**src/rtl/mips_pkg.sv**
```systemverilog
// Shared core definitions: memctrl command codes and the
// data-memory access unit state type.
package mips_pkg;

    localparam logic [1:0] MEMCTRL_NONE  = 2'b00;
    localparam logic [1:0] MEMCTRL_LOAD  = 2'b01;
    localparam logic [1:0] MEMCTRL_STORE = 2'b10;

    typedef enum logic [1:0] {
        IDLE,
        BUSY,
        DONE,
        ERR
    } mau_state_t;

endpackage

```
**src/rtl/mem_access_unit_if.sv**
```systemverilog
// Data-memory bus: single request held until a one-cycle ack.
// The access unit is the master, the memory is the slave.
interface mem_access_unit_if #(
    parameter int ADDR_W = 32,
    parameter int DATA_W = 32
);
    logic              mem_req;
    logic              mem_we;
    logic [ADDR_W-1:0] mem_addr;
    logic [DATA_W-1:0] mem_wdata;
    logic [DATA_W-1:0] mem_rdata;
    logic              mem_ack;

    modport master (
        output mem_req,
        output mem_we,
        output mem_addr,
        output mem_wdata,
        input  mem_rdata,
        input  mem_ack
    );

    modport slave (
        input  mem_req,
        input  mem_we,
        input  mem_addr,
        input  mem_wdata,
        output mem_rdata,
        output mem_ack
    );
endinterface

```
**src/rtl/mem_access_unit.sv**
```systemverilog
// Data-memory access unit: runs one load/store bus cycle per
// memctrl command and stalls the core until it completes.
module mem_access_unit
    import mips_pkg::*;
#(
    parameter int ADDR_W  = 32,
    parameter int DATA_W  = 32,
    parameter int TIMEOUT = 16
) (
    input  logic              clk,
    input  logic              reset_n,
    input  logic [1:0]        memctrl,
    input  logic [ADDR_W-1:0] addr,
    input  logic [DATA_W-1:0] wdata,
    output logic [DATA_W-1:0] rdata,
    output logic              stall,
    output logic              done,
    output logic              fault,
    mem_access_unit_if.master bus
);

    localparam int CNT_W = $clog2(TIMEOUT + 1);
    localparam logic [CNT_W-1:0] CNT_LAST = CNT_W'(TIMEOUT - 1);

    mau_state_t       state;
    logic [CNT_W-1:0] cnt;
    logic             cmd_valid;
    logic             aligned;

    assign cmd_valid = (memctrl == MEMCTRL_LOAD) ||
                       (memctrl == MEMCTRL_STORE);
    assign aligned   = (addr[1:0] == 2'b00);

    // The IDLE term lets the PC freeze in the same cycle the command arrives.
    assign stall = (state == BUSY) ||
                   ((state == IDLE) && cmd_valid);

    always_ff @(posedge clk or negedge reset_n) begin
        if (!reset_n) begin
            state         <= IDLE;
            cnt           <= '0;
            rdata         <= '0;
            done          <= 1'b0;
            fault         <= 1'b0;
            bus.mem_req   <= 1'b0;
            bus.mem_we    <= 1'b0;
            bus.mem_addr  <= '0;
            bus.mem_wdata <= '0;
        end else begin
            done <= 1'b0;
            unique case (state)
                IDLE: begin
                    cnt <= '0;
                    if (cmd_valid && aligned) begin
                        state         <= BUSY;
                        bus.mem_req   <= 1'b1;
                        bus.mem_we    <= (memctrl == MEMCTRL_STORE);
                        bus.mem_addr  <= addr;
                        bus.mem_wdata <= wdata;
                    end else if (cmd_valid) begin
                        state <= ERR;
                        fault <= 1'b1;
                    end
                end
                BUSY: begin
                    // An ack coinciding with expiry still completes the access.
                    if (bus.mem_ack) begin
                        if (!bus.mem_we) begin
                            rdata <= bus.mem_rdata;
                        end
                        state       <= DONE;
                        done        <= 1'b1;
                        bus.mem_req <= 1'b0;
                        cnt         <= '0;
                    end else if (cnt == CNT_LAST) begin
                        state       <= ERR;
                        fault       <= 1'b1;
                        bus.mem_req <= 1'b0;
                        cnt         <= '0;
                    end else begin
                        cnt <= cnt + 1'b1;
                    end
                end
                DONE: begin
                    state <= IDLE;
                    cnt   <= '0;
                end
                ERR: begin
                    state <= IDLE;
                    cnt   <= '0;
                end
                default: state <= IDLE;
            endcase
        end
    end

endmodule
```
**src/flat_wrapper.sv**
```systemverilog
// flat-port wrapper written by rule: the top's interface ports become plain ports
module mem_access_unit_flat import mips_pkg::*;
#(
    parameter int ADDR_W  = 32,
    parameter int DATA_W  = 32,
    parameter int TIMEOUT = 16
)
  (clk, reset_n, memctrl, addr, wdata, rdata, stall, done, fault, bus_mem_req, bus_mem_we, bus_mem_addr, bus_mem_wdata, bus_mem_rdata, bus_mem_ack);
  mem_access_unit_if #(.ADDR_W(ADDR_W), .DATA_W(DATA_W)) bus_i ();
  input  logic clk;
  input  logic reset_n;
  input  logic [1:0] memctrl;
  input  logic [ADDR_W-1:0] addr;
  input  logic [DATA_W-1:0] wdata;
  output logic [DATA_W-1:0] rdata;
  output logic stall;
  output logic done;
  output logic fault;
  output wire logic [$bits(bus_i.mem_req)-1:0] bus_mem_req;
  output wire logic [$bits(bus_i.mem_we)-1:0] bus_mem_we;
  output wire logic [$bits(bus_i.mem_addr)-1:0] bus_mem_addr;
  output wire logic [$bits(bus_i.mem_wdata)-1:0] bus_mem_wdata;
  input wire logic [$bits(bus_i.mem_rdata)-1:0] bus_mem_rdata;
  input wire logic [$bits(bus_i.mem_ack)-1:0] bus_mem_ack;
  assign bus_mem_req = bus_i.mem_req;
  assign bus_mem_we = bus_i.mem_we;
  assign bus_mem_addr = bus_i.mem_addr;
  assign bus_mem_wdata = bus_i.mem_wdata;
  assign bus_i.mem_rdata = bus_mem_rdata;
  assign bus_i.mem_ack = bus_mem_ack;
  mem_access_unit #(.ADDR_W(ADDR_W), .DATA_W(DATA_W), .TIMEOUT(TIMEOUT)) u_core (.clk(clk), .reset_n(reset_n), .memctrl(memctrl), .addr(addr), .wdata(wdata), .rdata(rdata), .stall(stall), .done(done), .fault(fault), .bus(bus_i));
endmodule
```
**config.mk**
```make
export PLATFORM = sky130hd
export DESIGN_NAME = mem_access_unit_flat
export DESIGN_NICKNAME = d
export VERILOG_FILES = /design/src/rtl/mips_pkg.sv /design/src/rtl/mem_access_unit_if.sv /design/src/rtl/mem_access_unit.sv /design/src/flat_wrapper.sv
export SDC_FILE = /design/constraint.sdc
export NUM_CORES = 1
export LEC_CHECK = 0
export ABC_AREA = 1
export BUFFER_PORTS_ARGS = -buffer_cell sky130_fd_sc_hd__buf_2
export CAP_MARGIN = 5
export CORE_MARGIN = 4
export CORE_UTILIZATION = 49
export DETAILED_ROUTE_END_ITERATION = 8
export PLACE_DENSITY_LB_ADDON = 0.2
export SYNTH_ARGS = -nofsm -noshare
export SYNTH_HDL_FRONTEND = slang
export SYNTH_SLANG_ARGS = --single-unit
export TNS_END_PERCENT = 1
```
**constraint.sdc**
```tcl
create_clock -name clk -period 3.3 [get_ports clk]
set_input_delay 0 -clock clk [delete_from_list [all_inputs] [get_ports clk]]
set_output_delay 0 -clock clk [all_outputs]
set_load 0.02 [all_outputs]
```
======== After elaboration in Yosys (flattened, before gate mapping) ========
Index checks and enable logic that the tools add are counted.
Widths: inputs -> output; s select.
operators by class
  $add $sub $neg .......................... 1
  equal/unequal tests ..................... 13
  muxes and demuxes ....................... 19
  bitwise gates (word level) .............. 1
  reduce and logical (&&, ||, !) cells .... 14
operators by type and width
  operator             count
  $mux 5               2
  $pmux 5 s2           1
  $mux 1               9
  $mux 2               4
  $ne 2x2->1 const B   4
  $eq 2x2->1 const B   3
  $pmux 2 s3           1
  $reduce_and 3->1     2
  $add 5x1->5 const B  1
  $eq 5x4->1 const B   1
  $reduce_and 5->1     1
  $eq 2x1->1 const B   2
  $logic_not 2->1      2
  $pmux 1 s2           2
  $reduce_and 2->1     2
  $ne 3x2->1 const B   1
  $ne 3x3->1 const B   1
  $reduce_or 3->1      1
  $logic_and 1x1->1    2
  $logic_or 1x1->1     2
  $ne 2x1->1 const B   1
  $reduce_bool 2->1    1
  $reduce_or 2->1      1
  $not 1->1            1
word-level totals
  flip-flop bits (word level) ............. 107
  bits of input ports ..................... 101
  output and inout port bits .............. 101

======== Depth between registers and ports, before layout ========
Gate-level depths: netlist of run 1.
  word-level depth ........................ 5
  mapped depth ............................ 8
  gate-level depth less buffers ........... 8

======== Worst setup path after synthesis of run 1 ========
OpenSTA, ideal clock, no wires.
  kind .................................... register -> register
  from .................................... reg u_core.state[1]
  to ...................................... reg u_core.bus.mem_addr[15]
  library setup time ...................... 0.116 ns
  data arrival time ....................... 0.999 ns
  setup slack ............................. 2.185 ns
  stages on the path, launching flop included .. 7
  clock period less this slack ............ 1.115 ns
  cell sequence ........................... dfrtp_1 nor2_2 nand3_2 buf_4 buf_6 nand2_1 nand2_1
on the way
  cells in the longest elaborated chain, start to end .. 2
ends and longest elaborated chain
  item                               RTL line                  source
  from (decl)                        mem_access_unit.sv:25     mau_state_t state;
  from (signal assigned)             mem_access_unit.sv:40     state <= IDLE;
  from (signal assigned)             mem_access_unit.sv:55     state <= BUSY;
  from (signal assigned)             mem_access_unit.sv:61     state <= ERR;
  $logic_not 2->1                    mem_access_unit.sv:51     unique case (state)
  $reduce_and 2->1 (no source line)  --
  to (signal assigned)               mem_access_unit.sv:58     bus.mem_addr <= addr;
  to (decl)                          mem_access_unit_if.sv:17  output mem_addr,
No other way between the ends.
A chain may end at the register's enable or synchronous reset.

======== Worst setup path in the final report of run 1 ========
  from .................................... in memctrl[1]
  to ...................................... reg u_core.bus.mem_wdata[22]
on the way
  cells in the longest elaborated chain, start to end .. 4
ends and longest elaborated chain
  item                                      RTL line                                      source
  from (decl)                               flat_wrapper.sv:12                            input logic [1:0] memctrl;
  $eq 2x1->1 or $eq 2x2->1 (tied branches)  mem_access_unit.sv:30, mem_access_unit.sv:31
  $logic_or 1x1->1 (*)                      mem_access_unit.sv:30                         assign cmd_valid = (memctrl == MEMCTRL_LOAD) ||
  $logic_and 1x1->1 (*)                     mem_access_unit.sv:54                         if (cmd_valid && aligned) begin
  $reduce_and 2->1 (no source line) (*)     --
  to (signal assigned)                      mem_access_unit.sv:59                         bus.mem_wdata <= wdata;
  to (decl)                                 mem_access_unit_if.sv:18                      output mem_wdata,
Every way passes the cells marked *; elsewhere a longest branch is shown, timed or not.

==> results of run 1 <==
==> area by class of cell <==
cell class,count,area [µm²]
multi-input combinational,323,1310
sequential,107,2680
inverter,12,45.0
timing repair buffer,302,2010
fill,560,1910
clock buffer,11,141
clock inverter,5,37.5
tap,105,131
==> Yosys cell counts <==
library cell  number  area (µm²)
nand2_1          269        1010
dfrtp_1          107        2680
nand3_1           34         170
buf_2             10        50.1
inv_1              9        33.8
buf_4              7        52.6
nor2_1             7        26.3
buf_6              3        33.8
inv_2              3        11.3
clkbuf_1           2        7.51
ha_1               2        25.0
nand2_2            2        12.5
nor2_2             2        12.5
a21oi_1            1        5.00
a31oi_1            1        6.26
nand3_2            1        10.0
nand4_1            1        6.26
nor2_4             1        11.3
o21ai_0            1        5.00
xor2_1             1        8.76
==> power by group through the flow <==
stage	logic, W	registers (W)	clock network, W
CTS	0.00237	0.00219	0.000758
global route	0.00262	0.00228	0.000812
global placement	0.00222	0.00220	0
floorplan	0.000718	0.00291	0
finish	0.00240	0.00221	0.000732
detailed placement	0.00228	0.00220	0
==> path summary, 6_finish.rpt <==
kind / cells past startpoint / from / endpoint
max: 8 / memctrl[1] / u_core.bus.mem_wdata[22]
min: 5 / memctrl[0] / u_core.bus.mem_we
max reg2reg: 6 / u_core.state[1] / u_core.rdata[21]
min reg2reg: 1 / u_core.cnt[0] / u_core.cnt[0]
max in group asynchronous: 3 / reset_n / u_core.bus.mem_wdata[16]
min in group asynchronous: 2 / reset_n / u_core.rdata[2]
==> registers in the layout, summed over array words and instances (netlist names) <==
register and count:
u_core.done 1, u_core.rdata 32, u_core.bus.mem_req 1, u_core.bus.mem_we 1, u_core.fault 1, u_core.cnt 5
u_core.bus.mem_addr 32, u_core.bus.mem_wdata 32, u_core.state 2
==> cell families after synthesis <==
kind of cell               share of synthesized area
AOI/OAI and AO/OA                            0.00389
xor gates and xnor gates                     0.00210
adders and majority gates                    0.00599
buffers and inverters                         0.0452
DFF                                            0.641
and+or+nand+nor                                0.301
==> metrics by stage <==
step	setup WS [ps]	utilization	hold WS, ps	total power [W]	cells
after CTS	1390	0.769	34.2	0.00531	865
after floorplan	2180	-	-296	0.00363	464
after detailed placement	1460	0.630	196	0.00448	752
after global placement	1510	0.630	192	0.00442	752
after global routing	1210	0.769	68.5	0.00572	865
final	1310	0.769	50.0	0.00535	865
==> critical path, stage by stage <==
cell           delay [ps]
dlygate4sd3_1         530
buf_2                 120
ha_1                  310
nor2_2                120
nand3_2                90
inv_2                 730
nand2_1               190
nand2_1               130
==> per-layer routing <==
layer	vias to the layer above	track usage	share of wire
met2	222	0.453	0.50
met5	-	0	0
met1	1984	0.313	0.38
met4	0	0.123	0.036
met3	45	0.0577	0.079
li1	1997	-	-
==> results.yml, run 1 <==
clock_tree:
  clock_latency_ps: 350
  cts.htree.levels: 3
  cts_resized: 0
  numClockSinks: 107
  ctsHoldBuffers: 97
  cts_tree: "done"
  clockBufferDepth: 2
  cts_buffers: 9
  cts_setup_buffers: 0
  clkSlewWorstSetupHoldPaths_ps: 100
  clockRootBuffer: "clkbuf_8"
setup_path:
  cp_max_fo: 64
  worst_ep_required_time_ps: 3580
  timing.reg2reg.setup_slack_ps: 1410
  worstPathArrival_ps: 2270
  crit_type: "input pin to flip-flop"
  worstSetupStartpointType: "input pin"
  critPathCaptureType: "flip-flop"
floorplan:
  num_io_pins: 202
  die_x_um: 100
  dieArea_mm2: 0.0101
  rows: 33
  initial_core_util: 0.506
  die_h_um: 100
  core-area_mm2: 0.00826
global_route:
  grt_pass1_vias: 4415
  grt_max_degree: 88
  grt_first_pass_wirelength_um: 21100
  grt_overflow: 0
  grt_antenna_before_repair: 0
  grt_usage: 0.263
detailed_routing:
  firstDrtPassIters: 4
  via_count: 4248
  route.detailed.drc: 0
  drtIter0Drc: 213
  detail-route-antenna-nets: 0
  avgViaCountPerCell: 4.91
  wirelength_um: 13000
  wire_per_inst_um: 15.0
timing:
  setup_violations: 0
  clock_skew_ps: 9.46
  hold_violations: 0
  tightestPinTransition_ps: 1060
  fin_crit_sh: 0.603
  max_freq_mhz: 502
  slew_headroom: 0.293
  post-route-min-period_ps: 1990
  setup-tns-final_ps: 0
  maxSlewViolCount: 0
  rsz0062_at_grt: "false"
job:
  drv_cap: 0
logic_synthesis:
  yosysSeqAreaShare: 0.641
  synthCells: 464
  yosysWarnings: 0
  avgSynthCellArea_um2: 9.00
  ys_ff_latch: 107
  syn-cell-area_mm2: 0.00418
  synthesis.nets: 567
  ys_types: 20
cells_and_area:
  mostFrequentLayoutCells: "nand2_1, buf_2, dfrtp_1"
  drive_gt1_frac: 0.301
  layout_commonest_cell: "nand2_1"
  antenna_cells: 0
  stdcell_area_mm2: 0.00635
  fin_nets: 858
  synthToLayoutAreaGrowth_pct: 52.1
power:
  p_clk_frac: 0.137
  powerDensity_mw_per_mm2: 842
  intPower_w: 0.00298
  p_seq_frac: 0.414
  vdd_ir_drop_max_mv: 0.426
  power.leakage_nw: 3.67
  switchingPower_w: 0.00237
  switching_share: 0.442
  comb_power_share: 0.449
placement:
  dpl_cell_area_mm2: 0.00520
  dp_hpwl_um: 7230
  portBuffers: 201
  gp_congestion: 0.784
status:
  status: "completed"
worst_hold_path:
  holdCritPathClass: "input pin to flip-flop"
Power figures use the tool's default switching activity.
==> run 2, diff against run 1 <==
- CORE_UTILIZATION: 49 -> 46
- clock period: 3.3 -> 2 ns (I/O delays scaled with it)
==> run 2 against run 1 <==
Sequential cell count did not move. Combinational power is 64% higher. Clock skew is 4.4 ps higher. First-iteration DRC count fell by 45%. Global-route usage shrank 3.2 points.
==> results.yml, run 2 (synthesis gave the netlist of run 1 again) <==
timing:
  setup-tns-final_ps: 0
  rsz0062_at_grt: "false"
  slew_headroom: 0.561
  fin_crit_sh: 0.751
  hold_violations: 0
  worst_slack_ps: 498
  max_freq_mhz: 666
  clock_skew_ps: 13.9
  post-route-min-period_ps: 1500
  maxSlewViolCount: 0
  tightestPinTransition_ps: 658
  setup_violations: 0
worst_hold_path:
  holdCritPathClass: "input pin to flip-flop"
clock_tree:
  clockRootBuffer: "clkbuf_8"
  clkSlewWorstSetupHoldPaths_ps: 100
  cts_buffers: 9
  cts_tree: "done"
  numClockSinks: 107
  cts_resized: 0
  clockBufferDepth: 2
  cts.htree.levels: 3
  cts_setup_buffers: 0
  clock_latency_ps: 350
setup_path:
  worst-path-buf-inv: 4
  timing.reg2reg.setup_slack_ps: 640
  worst_ep_required_time_ps: 2290
  crit_end: "u_core.bus.mem_addr[19]"
  cp_max_fo: 34
  r2r-start: "u_core.state[1]"
  r2r_end: "u_core.rdata[27]"
  max_stage_delay_ps: 550
  crit_type: "input pin to flip-flop"
  worstSetupPathDepth: 9
  cp_common_cell: "nand2_1"
  critPathCaptureType: "flip-flop"
  worstPathArrival_ps: 1790
  crit_slowest_cell: "dlygate4sd3_1"
  ff2ff_path_depth: 6
  path_cells: "dlygate4sd3_1 > buf_2 > ha_1 > nor2_2 > nand3_2 > inv_2 > buf_4 > nand2_1 > nand2_1"
  crit_family: "buffers and inverters"
  worstSetupStartpointType: "input pin"
  crit_start: "memctrl[1]"
cells_and_area:
  fin_cells: 872
  fin_nets: 863
  top_regs: "u_core.bus.mem_addr: 32 flops, u_core.bus.mem_wdata: 32 flops, u_core.rdata: 32 flops"
  fillers: 628
  mostFrequentLayoutCells: "nand2_1, buf_2, dfrtp_1"
  antenna_cells: 0
  drive_gt1_frac: 0.305
  layout_commonest_cell: "nand2_1"
  synthToLayoutAreaGrowth_pct: 53.1
status:
  status: "completed"
power:
  powerDensity_mw_per_mm2: 1370
  power.leakage_nw: 3.69
  vdd_ir_drop_max_mv: 0.798
floorplan:
  die_h_um: 103
  dieArea_mm2: 0.0107
  core-area_mm2: 0.00876
  initial_core_util: 0.476
  die_x_um: 103
  rows: 34
  num_io_pins: 202
detailed_routing:
  avgViaCountPerCell: 4.72
  detail-route-antenna-nets: 0
  route.detailed.drc: 0
  wire_per_inst_um: 14.2
  via_count: 4120
  drtIter0Drc: 118
  firstDrtPassIters: 5
  wirelength_um: 12400
placement:
  place_ws_ps: 677
  dp_hpwl_um: 7860
  portBuffers: 201
  gp_congestion: 0.777
  dp_cells: 760
global_route:
  grt_usage: 0.230
  met2_usage: 0.392
  top_usage_layer: "met2"
  grt_pass1_vias: 4157
  grt_util_met1: 0.288
  grt_overflow: 0
  grt_first_pass_wirelength_um: 19300
  grt_antenna_before_repair: 0
  grt_max_degree: 52
  use_met3: 0.0490
job:
  drv_cap: 0
-- run 2: cell count changes in the layout (fill, tap and decap cells not counted), sizes merged --
cell	previous run	this run
clkbuf	11	10
clkinv	2	1
clkinvlp	2	3
buf	205	210
-- run 2: final cells by class --
class,instances,area (µm²),share of cell area
Clock inverter,5,40.0,0.00626
Multi-Input combinational cell,323,1310,0.205
Timing Repair Buffer,307,2060,0.322
Inverter,12,45.0,0.00705
Tap cell,108,135,0.0211
Sequential cell,107,2680,0.419
Clock buffer,10,128,0.0200
-- run 2: worst min-delay path by stage --
stage          slack [ps]                     end  startpoint  cells past startpoint
6_report               50       u_core.bus.mem_we  memctrl[0]                      5
5_1_grt                80       u_core.bus.mem_we  memctrl[0]                      5
4_1_cts                30       u_core.bus.mem_we  memctrl[0]                      5
3_5_place_dp           70         u_core.rdata[9]     reset_n                      1
3_3_place_gp           70         u_core.rdata[6]     reset_n                      1
2_1_floorplan        -300  u_core.bus.mem_addr[0]     reset_n                      0
-- run 2: stage by stage --
step / power (W) / util / hold slack (ps) / area (µm²)
floorplan: 0.00598 / - / -296 / 4180
global placement: 0.00736 / 0.600 / 65.8 / 5260
detailed placement: 0.00745 / 0.600 / 71.3 / 5260
CTS: 0.00878 / 0.730 / 31.2 / 6390
global route: 0.00940 / 0.730 / 84.3 / 6390
finish: 0.00875 / 0.730 / 49.2 / 6390
-- run 2: per-layer routing --
metal  routed length, µm  up-vias
li1                    -     2006
met1                4820     1900
met2                6250      187
met3                1060       27
met4                 280        0
met5                   0        -
-- run 2: repair_timing --
| item | CTS | global route |
|---|---|---|
| setup endpoints to repair | 0 | 0 |
| hold endpoints to repair | 149 | 0 |
| hold buffers | 97 | 0 |
-- run 2: tightest hold or removal path, delay by kind of cell --
family,cells,cell delay [ps]
adder cells (fa/ha/maj),1,130
AND/OR/NAND/NOR,2,100
buffers and inverters,2,140
-- run 2: where the power goes --
group	internal [W]	switching (W)
logic	0.00134	0.00259
registers	0.00311	0.000555
clock network	0.000454	0.000706
==> run 3, diff against run 2 <==
- CORE_UTILIZATION: 46 -> 41
- clock period: 2 -> 1.2 ns (I/O delays scaled with it)
==> run 3 against run 2 <==
The flow now finishes with violations (negative setup slack). Clock power rose by 80%. Clock-buffer cell count did not move. Via count rose by 2.0%. Clock skew fell by 5.8 ps. Largest power group unchanged.
==> results.yml, run 3 (synthesis gave the netlist of run 1 again) <==
status:
  status: "finished, violations left"
  violations: "negative setup slack"
floorplan:
  dieArea_mm2: 0.0119
  rows: 36
  core-area_mm2: 0.00986
  die_h_um: 109
  die_x_um: 109
  initial_core_util: 0.423
  num_io_pins: 202
timing:
  rsz0062_at_grt: "true"
  maxSlewViolCount: 0
  fin_crit_sh: 1.00
  setup_violations: 1
  worst_slack_ps: -3.49
  post-route-min-period_ps: 1200
  clock_skew_ps: 8.07
  hold_violations: 0
  slew_headroom: 0.746
  tightestPinTransition_ps: 380
  max_freq_mhz: 831
global_route:
  grt_pass1_vias: 4326
  grt_first_pass_wirelength_um: 20200
  grt_usage: 0.214
  grt_antenna_before_repair: 0
  grt_overflow: 0
  grt_max_degree: 47
cells_and_area:
  regArea_mm2: 0.00268
  multiInputGateArea_mm2: 0.00134
  layout_commonest_cell: "nand2_1"
  antenna_cells: 0
  drive_gt1_frac: 0.323
  fillers: 756
  synthToLayoutAreaGrowth_pct: 59.1
  fin_nets: 869
  fin_cells: 904
  mostFrequentLayoutCells: "nand2_1, buf_2, dfrtp_1"
  top_regs: "u_core.bus.mem_addr: 32 flops, u_core.bus.mem_wdata: 32 flops, u_core.rdata: 32 flops"
clock_tree:
  cts_buffers: 9
  numClockSinks: 107
  cts.htree.levels: 3
  clockBufferDepth: 2
  clock_latency_ps: 360
  clockRootBuffer: "clkbuf_8"
  clkSlewWorstSetupHoldPaths_ps: 100
  cts_tree: "done"
job:
  drv_cap: 0
placement:
  gp_congestion: 0.775
  dp_hpwl_um: 7870
  dp_cells: 788
  portBuffers: 201
setup_path:
  crit_type: "flip-flop to output pin"
  worstPathArrival_ps: 1200
  ff2ff_path_depth: 5
  r2r-start: "u_core.state[1]"
  worstSetupStartpointType: "flip-flop"
  crit_family: "flip-flops"
  cp_max_fo: 3
  critPathCaptureType: "output pin"
  path_cells: "inv_2 > nand2_2 > nand2_2 > inv_2 > buf_6"
  max_stage_delay_ps: 450
  timing.reg2reg.setup_slack_ps: 30
  crit_slowest_cell: "dfrtp_2"
  crit_start: "u_core.state[0]"
  worst-path-buf-inv: 3
  r2r_end: "u_core.bus.mem_addr[31]"
  worst_ep_required_time_ps: 1200
power:
  total_power_w: 0.0150
  vdd_ir_drop_max_mv: 1.18
  power.leakage_nw: 3.77
  powerDensity_mw_per_mm2: 2270
worst_hold_path:
  min_from: "addr[0]"
  holdCritPathClass: "input pin to flip-flop"
  min_path_cells: 7
  hold_end: "u_core.bus.mem_req"
detailed_routing:
  route.detailed.drc: 0
  avgViaCountPerCell: 4.65
  via_count: 4204
  detail-route-antenna-nets: 0
  wirelength_um: 12600
  firstDrtPassIters: 4
  drtIter0Drc: 300
  wire_per_inst_um: 13.9
## run 3: cell types whose count changed in the layout (fill, tap and decap cells not counted), sizes merged
cell | before | now
dlygate4sd3 | 97 | 98
buf | 210 | 215
clkinvlp | 3 | 2
clkinv | 1 | 3
## run 3: layout make-up
cell class / instances / area share
flip-flops and latches: 107 / 0.403
repair buffers: 313 / 0.334
multi-input cells: 323 / 0.202
well taps: 133 / 0.0251
clock buffers: 10 / 0.0207
inverters: 12 / 0.00791
clock inverters: 6 / 0.00735
## run 3: worst max path at each step
stage	to	slack (ps)	cells after the start
after floorplan	u_core.bus.mem_addr[15]	80	6
after global placement	u_core.bus.mem_addr[12]	-6	9
after detailed placement	u_core.bus.mem_addr[12]	-20	9
after CTS	stall	-9	5
after global routing	u_core.bus.mem_req	-70	6
final	stall	-3	5
## run 3: where the power goes
group          total [W]  switching, W  internal (W)
registers        0.00610      0.000906       0.00519
logic            0.00686       0.00440       0.00247
clock network    0.00209       0.00125      0.000835
total             0.0150       0.00656       0.00849
## run 3: worst register-to-register path: stages, from the launching register on
cell and delay, ps:
dfrtp_1 430, nor2_4 130, nand3_4 130, buf_12 200, nand2_1 120, nand2_1 60
## run 3: repair_timing
item                                    4_1_cts  5_1_grt
cloned                                        1        0
pin swaps                                     2        0
setup buffers                                 2        0
hold buffers                                 98        0
resized for setup                             7       17
hold endpoints to repair                    207        0
endpoints found under the setup margin       51      103
## run 3: stage by stage
| step | hold WS, ps | cell area (µm²) | setup slack, ps | TNS, ps | util |
|---|---|---|---|---|---|
| after floorplan | -296 | 4180 | 84.9 | 0 | - |
| after global routing | 73.5 | 6640 | -65.7 | -576 | 0.673 |
| after CTS | 33.1 | 6590 | -8.90 | -8.90 | 0.668 |
| after global placement | -184 | 5380 | -5.74 | -5.74 | 0.546 |
| after detailed placement | -184 | 5380 | -24.1 | -91.7 | 0.546 |
| final | 61.3 | 6640 | -3.49 | -3.49 | 0.673 |
## run 3: per-layer routing
metal / GRT usage / share of wire / up-vias
li1: - / - / 2023
met1: 0.253 / 0.39 / 1973
met2: 0.375 / 0.50 / 182
met3: 0.0586 / 0.089 / 26
met4: 0.0712 / 0.025 / 0
met5: 0 / 0 / -
